File: config.mk
export PLATFORM = sky130hd
export DESIGN_NAME = nco_bit_clock
export DESIGN_NICKNAME = d
export VERILOG_FILES = /design/src/rtl/nco_bit_clock.sv
export SDC_FILE = /design/constraint.sdc
export NUM_CORES = 1
export LEC_CHECK = 0
export CAP_MARGIN = 20
export CORE_UTILIZATION = 33
export CTS_BUF_LIST = sky130_fd_sc_hd__clkbuf_16
export DETAILED_ROUTE_END_ITERATION = 10
export PLACE_DENSITY = 0.65
export SYNTH_ARGS = -nofsm -noshare
export SYNTH_HDL_FRONTEND = slang
export SYNTH_SLANG_ARGS = --single-unit
File: constraint.sdc
create_clock -name clk -period 7.5 [get_ports clk]
set_input_delay 1.125 -clock clk [delete_from_list [all_inputs] [get_ports clk]]
set_output_delay 1.125 -clock clk [all_outputs]
set_load 0.03 [all_outputs]
File: src/rtl/nco_bit_clock.sv
// Phase-accumulator NCO recovering a bit clock plus bit/word position counters.
// Latency: speed_var reaches the accumulator after 2 edges; all outputs registered; no backpressure.
module nco_bit_clock #(
    parameter int bit_count = 24,
    parameter int word_bits = 10
) (
    input  logic                 clk,
    input  logic                 rst,
    input  logic [bit_count-1:0] speed_var,
    input  logic                 en,
    input  logic                 phase_clr,
    output logic [bit_count-1:0] phase_acc,
    output logic                 nco_clk,
    output logic                 bit_tick,
    output logic [3:0]           bit_idx,
    output logic                 word_strobe
);

    localparam logic [3:0] last_idx = 4'(word_bits - 1);

    logic [bit_count-1:0] speed_reg;
    logic [bit_count:0]   sum;
    logic                 carry;

    assign sum     = {1'b0, phase_acc} + {1'b0, speed_reg};
    assign carry   = sum[bit_count];
    assign nco_clk = phase_acc[bit_count-1];

    always_ff @(posedge clk or posedge rst) begin
        if (rst) begin
            speed_reg <= '0;
        end else begin
            speed_reg <= speed_var;
        end
    end

    // Realignment beats enable; a disabled or carry-free cycle never emits pulses.
    always_ff @(posedge clk or posedge rst) begin
        if (rst) begin
            phase_acc   <= '0;
            bit_tick    <= 1'b0;
            bit_idx     <= '0;
            word_strobe <= 1'b0;
        end else if (phase_clr) begin
            phase_acc   <= '0;
            bit_tick    <= 1'b0;
            bit_idx     <= '0;
            word_strobe <= 1'b0;
        end else if (en) begin
            phase_acc   <= sum[bit_count-1:0];
            bit_tick    <= carry;
            word_strobe <= 1'b0;
            if (carry) begin
                if (bit_idx == last_idx) begin
                    bit_idx     <= '0;
                    word_strobe <= 1'b1;
                end else begin
                    bit_idx <= bit_idx + 4'd1;
                end
            end
        end else begin
            bit_tick    <= 1'b0;
            word_strobe <= 1'b0;
        end
    end

endmodule
### After elaboration in Yosys (flattened, before gate mapping)

Index checks and enable logic that the tools add are counted.

* bitwise operators: 0
* eq/ne operators: 1
* $add $sub $neg: 2
* shift-type cells: 0
* mux-type cells: 12
* div/mod/pow operators: 0
* reductions and logical operators: 3
* multipliers: 0
* $lt $le $gt $ge: 0

Operators by type and width (count)
* $mux W24: 2
* $add A24 B24 Y25: 1
* $mux W4: 4
* $mux W1: 6
* $add A4 B1 Y4 const B: 1
* $eq A4 B4 Y1 const B: 1
* $reduce_bool A2 Y1: 2
* $reduce_and A2 Y1: 1

* bits in latches: 0
* register bits after elaboration: 54
* ROM bits: 0
* memories: 0
* output and inout bits: 31
* RAM bits: 0

### Longest topological paths before layout

* word-level depth: 5
* mapped depth: 9

### Worst setup path after synthesis

Ideal clock, no wire load.

* kind: reg-to-reg
* start point: register phase_acc[0]
* end point: register bit_idx[0]
* buffers on the path: 0
* arrival: 2.648 ns
* required time: 7.372 ns
* setup slack: 4.725 ns
* stages on the path, launching flop included: 10
* cell sequence: dfrtp_1 ha_1 fa_1 a211oi_1 o21ai_1 and2_1 a211oi_2 o41a_1 nor2_1 mux2_1

* word-level cells in the longest chain between the ends: 3

Ends and longest elaborated chain
* start: declaration: RTL line 12 `output logic [bit_count-1:0] phase_acc,`
* start signal: assignment: RTL line 50 `phase_acc <= sum[bit_count-1:0];`
* $add A24 B24 Y25: RTL line 25 `assign sum = {1'b0, phase_acc} + {1'b0, speed_reg};`
* $reduce_bool A2 Y1 (no source line)
* $reduce_and A2 Y1 (no source line)
* end signal: assignment: RTL line 58 `bit_idx <= bit_idx + 4'd1;`
* end: declaration: RTL line 15 `output logic [3:0] bit_idx,`

Every way passes these cells.
A chain may end at the register's enable or synchronous reset.

### Worst setup path after layout

* start point: register phase_acc[0]
* end point: register bit_idx[1]

Same word-level chain as after synthesis.

==> results.json <==
{
  "outcome": "finished clean",
  "drive_gt1_share_pct": 3.90,
  "cp_slowest_stage_delay_ns": 0.44,
  "core_area_um2": 9280,
  "fin_ws_ns": 4.49,
  "synth_top_cell_by_area": "dfrtp_1",
  "maxSlewHeadroom_pct": 49.4,
  "avgRoutedWirePerCell_um": 14.7,
  "pre_cts_slack_ns": 3.59,
  "maxSlewViolCount": 0,
  "period_share_pct": 40.1,
  "holdPathStages": 2,
  "hold_slack_ns": 0.521,
  "start_util_pct": 34.2,
  "clkTransAtPathRegs_ns": 0.07,
  "viasPerCell": 5.20,
  "grt-ovfl-total": 0,
  "met1_length_um": 3560,
  "yosysMostFrequentCell": "dfrtp_1",
  "dp_cells": 506,
  "drt_iter0_drc": 137,
  "syn_area_um2": 3170,
  "synth_top_flop_cell": "dfrtp_1",
  "cts_root_buffer": "clkbuf_16",
  "cts_hold_buf": 0,
  "numCtsBuffers": 5,
  "clockBufferDepth": 2,
  "cts_setup_buffers": 0,
  "nNetsFinal": 440,
  "grt_pass1_vias": 2552,
  "synth_nets": 385,
  "r2r_setup_slack_ns": 4.49,
  "drv_cap": 0,
  "setup_viol": 0,
  "cp.required_ns": 7.67,
  "synthCells": 330,
  "postLayoutCellArea_um2": 4030,
  "avgSynthCellArea_um2": 9.61,
  "antenna_found_initial": 0,
  "dp_hpwl_um": 5480,
  "antennaDiodeCount": 0,
  "min_to": "phase_acc[19]",
  "antenna_left": 0,
  "synth-seq-cells": 54,
  "yosys_warnings": 0,
  "hold_violations": 0,
  "crit_path_end_kind": "register",
  "tns_ns": 0,
  "wirelength_um": 7570,
  "path_class": "register to register",
  "grt_usage_pct": 15.6,
  "start_kind": "register",
  "grt_setup_unrepaired": "false",
  "async_flop_share_pct": 100,
  "fin_cells": 514,
  "drc_errors": 0,
  "crit_family": "compound AO/OA/AOI/OAI gates",
  "die_area_um2": 10000,
  "pin_count": 59,
  "hp-class": "register to register",
  "worstPathArrival_ns": 3.18,
  "synth_top_area_share_pct": 42.6,
  "num_vias": 2672,
  "dr_wl_met3_um": 306,
  "cp_slowest_cell": "fa_1",
  "die_w_um": 100,
  "rows": 35,
  "synth_edf_count": 0,
  "ys_seq_area_share_pct": 42.6,
  "reg2reg_from": "phase_acc[0]",
  "port_buffers": 58,
  "timing.fmax_mhz": 333,
  "htree_levels": 2,
  "clock_sinks": 54,
  "crit_chain": "ha_1 -> fa_1 -> a211oi_1 -> o21ai_1 -> and2_1 -> a211oi_2 -> o41a_1 -> nor2_1 -> mux2_1",
  "die_h_um": 100,
  "min_from": "phase_acc[19]",
  "clock_skew_ns": 0.00259,
  "ctsResizeCount": 0,
  "power_density_nw_per_um2": 218,
  "yosysUniqueCellTypes": 53,
  "tightest_slew_ns": 0.759,
  "vdd_drop_max_mv": 0.107,
  "netlist_top_cells_area": "dfrtp_1, ha_1, a21o_1, a21oi_1, nor2_1",
  "highest-signal-layer": "met4",
  "yosys-top-cells-count": "dfrtp_1, nor2_1, nand2_1",
  "worst-path-buf-inv": 0,
  "r2r.worst_path.cells": 9,
  "gp_congestion": 0.846,
  "area_growth_pct": 27.0,
  "leakage_nw": 1.83,
  "nFillCells": 936,
  "insertion_delay_ns": 0.29,
  "regToRegEndpoint": "bit_idx[1]",
  "dpl_cell_area_um2": 3870,
  "crit_fanout": 5,
  "first_pass_iters": 4,
  "wl_met2_um": 3590,
  "tritoncts": "yes",
  "grt_start_max_net_pins": 55,
  "grt_pass1_wl_um": 12400,
  "min_period_ns": 3.01
}
==> per-stage QoR <==
stage	utilization (%)	total power [mW]
2_1_floorplan	-	0.558
3_3_place_gp	41.7	0.653
3_5_place_dp	41.7	0.657
4_1_cts	43.2	0.884
5_1_grt	43.4	0.930
6_report	43.4	0.876
==> final cells by class <==
cell class              instances  area (um^2)  area share, %
clock buffers                   5          125           3.11
multi-input cells             253         1730           42.9
flip-flops and latches         54         1350           33.6
inverters                      10         37.5          0.933
well taps                     129          161           4.01
clock inverters                 2         11.3          0.280
repair buffers                 61          611           15.2
==> worst register-to-register path: stages (launching register included) <==
cell and delay, ns:
dfrtp_1 0.41, ha_1 0.24, fa_1 0.44, a211oi_1 0.38
o21ai_1 0.16, and2_1 0.17, a211oi_2 0.33, o41a_1 0.32
nor2_1 0.12, mux2_1 0.34
==> routing by layer <==
layer,vias to the layer above,global-route usage (%)
met5,-,0
met4,0,5.13
met3,7,2.79
met2,59,26.4
met1,1286,20.4
li1,1320,-
==> cell families after synthesis <==
kind of cell / share of synthesized area, %
AOI/OAI and AO/OA: 21.7
xor gates and xnor gates: 2.21
adders and majority gates: 10.9
DFF: 42.6
muxes: 3.24
buffers and inverters: 2.88
and+or+nand+nor: 16.5
==> report_power, final <==
group          internal, mW  switching [mW]
Combinational         0.135           0.180
Sequential            0.316          0.0216
Clock                 0.121           0.102
==> cell usage in the layout (no fill, tap or decap), types with 2 or more instances in the layout <==
cell             instances
nand4_1                  3
o21a_1                   2
dfrtp_1                 54
and4_1                   2
o211ai_1                 3
a221oi_1                 2
nand3_1                 10
o31a_1                   2
xnor2_1                  6
o21ai_1                  3
a21o_1                  18
a211oi_1                 4
ha_1                    26
a32o_1                   2
buf_4                    2
nand3b_1                 4
nor2b_1                  2
nand2_1                 27
mux2_1                   2
a21boi_0                 4
a2111o_1                 2
xor2_1                   2
or3_1                    7
a31oi_1                  4
a21oi_1                 26
o21bai_1                 2
o21ai_0                 13
clkbuf_16                5
inv_1                   10
clkdlybuf4s50_1         58
mux2i_1                  8
nor2_1                  32
nor3_1                   9
and3_1                   5
and2_1                   3
==> worst max-delay path by stage <==
stage | from | endpoint | depth (start not counted)
global route | phase_acc[0] | bit_idx[1] | 9
CTS | en | phase_acc[20] | 5
global placement | en | phase_acc[20] | 5
detailed placement | en | phase_acc[20] | 5
floorplan | phase_acc[0] | bit_idx[0] | 9
finish | phase_acc[0] | bit_idx[1] | 9
No activity file was read; power rests on OpenSTA's default activity.
